===== config.mk =====
export PLATFORM = sky130hd
export DESIGN_NAME = integer_divider
export DESIGN_NICKNAME = d
export VERILOG_FILES = /design/src/rtl/integer_divider_pkg.sv /design/src/rtl/integer_divider_step.sv /design/src/rtl/integer_divider.sv
export SDC_FILE = /design/constraint.sdc
export NUM_CORES = 1
export LEC_CHECK = 0
export CAP_MARGIN = 0
export CORE_UTILIZATION = 27
export DETAILED_ROUTE_END_ITERATION = 10
export DONT_BUFFER_PORTS = 1
export GPL_ROUTABILITY_DRIVEN = 1
export GPL_TIMING_DRIVEN = 0
export PLACE_DENSITY_LB_ADDON = 0.08
export SLEW_MARGIN = 20
export SYNTH_ARGS = -nofsm -noshare
export SYNTH_HDL_FRONTEND = slang
export SYNTH_SLANG_ARGS = --single-unit

===== constraint.sdc =====
create_clock -name clk -period 9.98 [get_ports clk]
set_input_delay 1.996 -clock clk [delete_from_list [all_inputs] [get_ports clk]]
set_output_delay 1.996 -clock clk [all_outputs]
set_load 0.03 [all_outputs]

===== src/rtl/integer_divider_pkg.sv =====
// integer_divider_pkg: shared FSM encoding, latency and divide-by-zero result constants.
// Also consumed by the execute-stage bypass logic.
package integer_divider_pkg;
    localparam int DIV_WIDTH   = 32;
    localparam int DIV_LATENCY = DIV_WIDTH + 2;
    typedef enum logic [1:0] {
        DIV_IDLE,
        DIV_ITERATE,
        DIV_FIXUP,
        DIV_DONE
    } div_state_e;
    // A zero divisor yields an all-ones quotient and the raw dividend as remainder.
    localparam logic DIV_DBZ_QUOTIENT_BIT = 1'b1;
    localparam logic DIV_DBZ_FLAG         = 1'b1;
endpackage


===== src/rtl/integer_divider_step.sv =====
// integer_divider_step: one restoring-division step on a WIDTH+1 bit partial remainder.
module integer_divider_step #(
    parameter int WIDTH = 32
) (
    input  logic [WIDTH-1:0] rem_i,
    input  logic             bit_i,
    input  logic [WIDTH-1:0] den_i,
    output logic [WIDTH-1:0] rem_o,
    output logic             q_o
);
    logic [WIDTH:0] shifted;
    logic [WIDTH:0] diff;
    assign shifted = {rem_i, bit_i};
    assign diff    = shifted - {1'b0, den_i};
    assign q_o     = ~diff[WIDTH];
    // rem_i < den_i keeps both the kept difference and the restored value within WIDTH bits.
    assign rem_o   = q_o ? diff[WIDTH-1:0] : shifted[WIDTH-1:0];
endmodule


===== src/rtl/integer_divider.sv =====
// integer_divider: iterative radix-2 restoring divider, one operation in flight.
// INTEGER_DIVIDER_ZERO_FAST_EN: a zero divisor skips straight from IDLE to DONE.
module integer_divider
    import integer_divider_pkg::*;
#(
    parameter int WIDTH = DIV_WIDTH
) (
    input  logic             clk,
    input  logic             reset,
    input  logic             start,
    input  logic             is_signed,
    input  logic [WIDTH-1:0] dividend,
    input  logic [WIDTH-1:0] divisor,
    output logic             busy,
    output logic             done,
    output logic [WIDTH-1:0] quotient,
    output logic [WIDTH-1:0] remainder,
    output logic             div_by_zero
);
    localparam int CW = (WIDTH > 1) ? $clog2(WIDTH) : 1;

    div_state_e       state_q, state_d;
    logic [CW-1:0]    cnt_q, cnt_d;
    logic [WIDTH-1:0] num_q, num_d;
    logic [WIDTH-1:0] den_q, den_d;
    logic [WIDTH-1:0] rem_q, rem_d;
    logic [WIDTH-1:0] dvd_q, dvd_d;
    logic             negq_q, negq_d;
    logic             negr_q, negr_d;
    logic             dbz_q, dbz_d;
    logic [WIDTH-1:0] quo_q, quo_d;
    logic [WIDTH-1:0] remo_q, remo_d;
    logic             dbzo_q, dbzo_d;
    logic [WIDTH-1:0] step_rem;
    logic             step_q;

    integer_divider_step #(.WIDTH(WIDTH)) u_step (
        .rem_i (rem_q),
        .bit_i (num_q[WIDTH-1]),
        .den_i (den_q),
        .rem_o (step_rem),
        .q_o   (step_q)
    );

    always_ff @(posedge clk or posedge reset) begin
        if (reset) begin
            state_q <= DIV_IDLE;
            cnt_q   <= '0;
            num_q   <= '0;
            den_q   <= '0;
            rem_q   <= '0;
            dvd_q   <= '0;
            negq_q  <= 1'b0;
            negr_q  <= 1'b0;
            dbz_q   <= 1'b0;
            quo_q   <= '0;
            remo_q  <= '0;
            dbzo_q  <= 1'b0;
        end else begin
            state_q <= state_d;
            cnt_q   <= cnt_d;
            num_q   <= num_d;
            den_q   <= den_d;
            rem_q   <= rem_d;
            dvd_q   <= dvd_d;
            negq_q  <= negq_d;
            negr_q  <= negr_d;
            dbz_q   <= dbz_d;
            quo_q   <= quo_d;
            remo_q  <= remo_d;
            dbzo_q  <= dbzo_d;
        end
    end

    always_comb begin
        state_d = state_q;
        cnt_d   = cnt_q;
        num_d   = num_q;
        den_d   = den_q;
        rem_d   = rem_q;
        dvd_d   = dvd_q;
        negq_d  = negq_q;
        negr_d  = negr_q;
        dbz_d   = dbz_q;
        quo_d   = quo_q;
        remo_d  = remo_q;
        dbzo_d  = dbzo_q;
        case (state_q)
            DIV_IDLE: begin
                if (start) begin
                    num_d   = (is_signed && dividend[WIDTH-1]) ? -dividend : dividend;
                    den_d   = (is_signed && divisor[WIDTH-1]) ? -divisor : divisor;
                    dvd_d   = dividend;
                    rem_d   = '0;
                    cnt_d   = CW'(WIDTH - 1);
                    negq_d  = is_signed && (dividend[WIDTH-1] ^ divisor[WIDTH-1]);
                    negr_d  = is_signed && dividend[WIDTH-1];
                    dbz_d   = (divisor == '0);
                    state_d = DIV_ITERATE;
`ifdef INTEGER_DIVIDER_ZERO_FAST_EN
                    if (divisor == '0) begin
                        quo_d   = {WIDTH{DIV_DBZ_QUOTIENT_BIT}};
                        remo_d  = dividend;
                        dbzo_d  = DIV_DBZ_FLAG;
                        state_d = DIV_DONE;
                    end
`endif
                end
            end
            DIV_ITERATE: begin
                // Dividend bits shift out the top while quotient bits fill in from the bottom.
                rem_d   = step_rem;
                num_d   = {num_q[WIDTH-2:0], step_q};
                cnt_d   = cnt_q - CW'(1);
                state_d = (cnt_q == '0) ? DIV_FIXUP : DIV_ITERATE;
            end
            DIV_FIXUP: begin
                quo_d   = dbz_q ? {WIDTH{DIV_DBZ_QUOTIENT_BIT}} : (negq_q ? -num_q : num_q);
                remo_d  = dbz_q ? dvd_q : (negr_q ? -rem_q : rem_q);
                dbzo_d  = dbz_q;
                state_d = DIV_DONE;
            end
            default: state_d = DIV_IDLE;
        endcase
    end

    assign busy        = (state_q != DIV_IDLE);
    assign done        = (state_q == DIV_DONE);
    assign quotient    = quo_q;
    assign remainder   = remo_q;
    assign div_by_zero = dbzo_q;
endmodule


==> metrics.cfg <==
[clocking]
post_cts_buffers = 0
cts_tree = built
clock-sinks = 203
cts_root_buffer = clkbuf_16
cts_max_level = 1
worst_skew_pair.late_latency_ns = 0.56
clk_pin_slew_ns = 0.06
ctsHoldBuffers = 0
clk_path_buf_depth = 3
cts-resized-gates = 0
cts_made_buffers = 28

[placement]
dp_hpwl_mm = 31.9
io_buffers = 0
pre_cts_slack_ns = 5.23
gp_congestion = 0.789
placedCellCount = 2034
postPlaceCellArea_um2 = 13100

[global_route]
antenna_found_initial = 0
grt_pass1_wl_mm = 64.4
grt_pass1_vias = 10400
grt_max_degree = 73
grt_usage_pct = 17.9
overflow = 0

[timing]
fmax_mhz = 226
tightest_slew_ns = 1.02
final_max_slew_viol_count = 0
tns_ns = 0
fin_skew_ns = 0.0113
relSlewSlack_pct = 32.3
grt_setup_unrepaired = no
setup_viol = 0
fin_crit_ns = 4.42
hold_violations = 0
fin_ws_ns = 5.56
finalCritPeriodShare_pct = 44.3

[cells_and_area]
fin_util_pct = 31.5
final_cell_mix = nand2_1 (211), dfrtp_1 (203), o21ai_0 (183)
synthToLayoutAreaGrowth_pct = 14.2
nets = 1578
drive_above_1_share_pct = 4.42
fin_cells = 2085
final_area_um2 = 14000
diodes = 0
mostFrequentLayoutCell = nand2_1

[synthesis]
yosysWarnings = 0
avgSynthCellArea_um2 = 8.54
synth.ff_latch_count = 203
synth_area_leader_cell = dfrtp_1
synth_edf_count = 0
ys.flop_type = dfrtp_1
synth_fp_nets = 1546
yosys-top-cells-area = dfrtp_1 (41%), o21ai_0 (7.4%), nand2_1 (6.4%)
synth_area_um2 = 12300
yosys.cell_types.count = 57
yosysTopAreaCellShare_pct = 41.3
seq_area_frac_synth_pct = 41.3
async_flop_share_pct = 100
synthCells = 1440

[drt]
dr.pass1.iters = 5
wl_per_cell_um = 19.7
drc = 0
vias_per_cell = 4.85
drt_iter0_markers = 474
vias = 10100
ant_nets = 0
wl_mm = 41.1

[setup_path]
critPathKind = reg -> reg
cp-end-kind = flip-flop
path_max_fanout = 10
r2r_slack_ns = 5.56
crit_required_ns = 10.39
crit_path_start = num_q[31]
r2r_end = rem_q[17]
startpoint_type = flip-flop
reg2reg_from = num_q[31]
ff2ff_path_depth = 13
crit_arrival_ns = 4.82

[die]
dieArea_um2 = 46400
die_y_um = 215
die_w_um = 215
start_util_pct = 27.6
ioPinCount = 135
core_um2 = 44600
rows = 77

[pwr]
cellPowerDensity_nw_per_um2 = 381
leakagePower_nw = 5.98
peakVddDrop_mv = 0.142

[worst_hold_path]
hold_end = den_q[13]
hp-class = reg -> reg
holdPathStages = 2
hold_start = den_q[13]

[flow_run]
maxCapViolations = 0

[status]
status = finished, final reports clean

==> per-layer routing <==
layer	routed length (µm)	GRT usage, %
met5	0	0
met4	803	4.47
met3	1710	2.83
met2	19600	30.3
met1	19000	23.6
==> power by group <==
| group | internal (mW) | switching [mW] | total, mW | leakage, nW |
|---|---|---|---|---|
| Clock | 0.625 | 0.386 | 1.01 | 0.473 |
| Combinational | 1.15 | 1.62 | 2.78 | 2.92 |
| Sequential | 1.14 | 0.420 | 1.56 | 2.58 |
| Total | 2.92 | 2.43 | 5.35 | 5.98 |
==> kinds of logic after synthesis <==
group / share of synthesized area, %
XOR/XNOR: 10.5
AND/OR/NAND/NOR: 17.0
flip-flops: 41.3
multiplexers: 2.94
AO/OA/AOI/OAI: 20.2
buffers and inverters: 4.12
adder cells (fa/ha/maj): 3.93
==> registers in the layout, summed over array words and instances (netlist names) <==
register,flops
cnt_q,5
dbz_q,1
den_q,32
div_by_zero,1
dvd_q,32
negq_q,1
negr_q,1
num_q,32
quotient,32
rem_q,32
remainder,32
state_q,2
==> metrics by stage <==
stage	hold WS (ns)	total power, mW
3_5_place_dp	0.466	4.37
4_1_cts	0.483	5.42
3_3_place_gp	0.461	4.37
5_1_grt	0.494	5.85
2_1_floorplan	0.437	3.60
6_report	0.474	5.35
==> worst max-delay path by stage <==
stage | cells past startpoint | slack [ns] | endpoint
after global placement | 1 | -0.57 | den_q[5]
after global routing | 13 | 5.26 | rem_q[17]
final | 13 | 5.56 | rem_q[17]
after CTS | 13 | 5.47 | rem_q[17]
after floorplan | 1 | 2.44 | cnt_q[0]
after detailed placement | 9 | 5.23 | num_q[29]
==> layout make-up <==
type	count	area, µm²
sequential	203	5080
clock inverter	7	60.1
fill	4744	30600
multi-input combinational	1103	6710
timing repair buffer	2	55.1
inverter	53	206
buffer	81	308
tap	592	741
clock buffer	44	882
==> synth_stat cells, types with 4 or more instances <==
master and n:
and2_1 9, o21a_1 4, o211ai_1 8, mux2i_1 35, or4_1 11, dfrtp_1 203
a21o_1 14, clkbuf_1 76, nand2b_1 14, nor2_1 97, o21ai_0 183, a221oi_1 4
a31oi_1 15, and3_1 8, nor4_1 6, xor2_1 88, nor2b_1 9, inv_1 53
xnor2_1 60, nand3_1 36, or3_1 16, o31ai_1 22, nor3_1 22, a22oi_1 30
nand4_1 5, a211oi_1 5, a221o_1 4, nand2_1 211, o41ai_1 10, a21oi_1 101
ha_1 37
==> worst max-delay path: stages, from the launching register on <==
cell and delay [ns]:
dfrtp_1 0.44, inv_1 0.15, ha_1 0.26, fa_1 0.42, nand2b_1 0.19, a21oi_1 0.30
o211ai_1 0.19, o211ai_1 0.37, a211oi_1 0.22, o21ai_0 0.30, xor2_1 0.66, buf_2 0.43
mux2i_1 0.23, o22ai_1 0.09
Power figures use the tool's default switching activity.
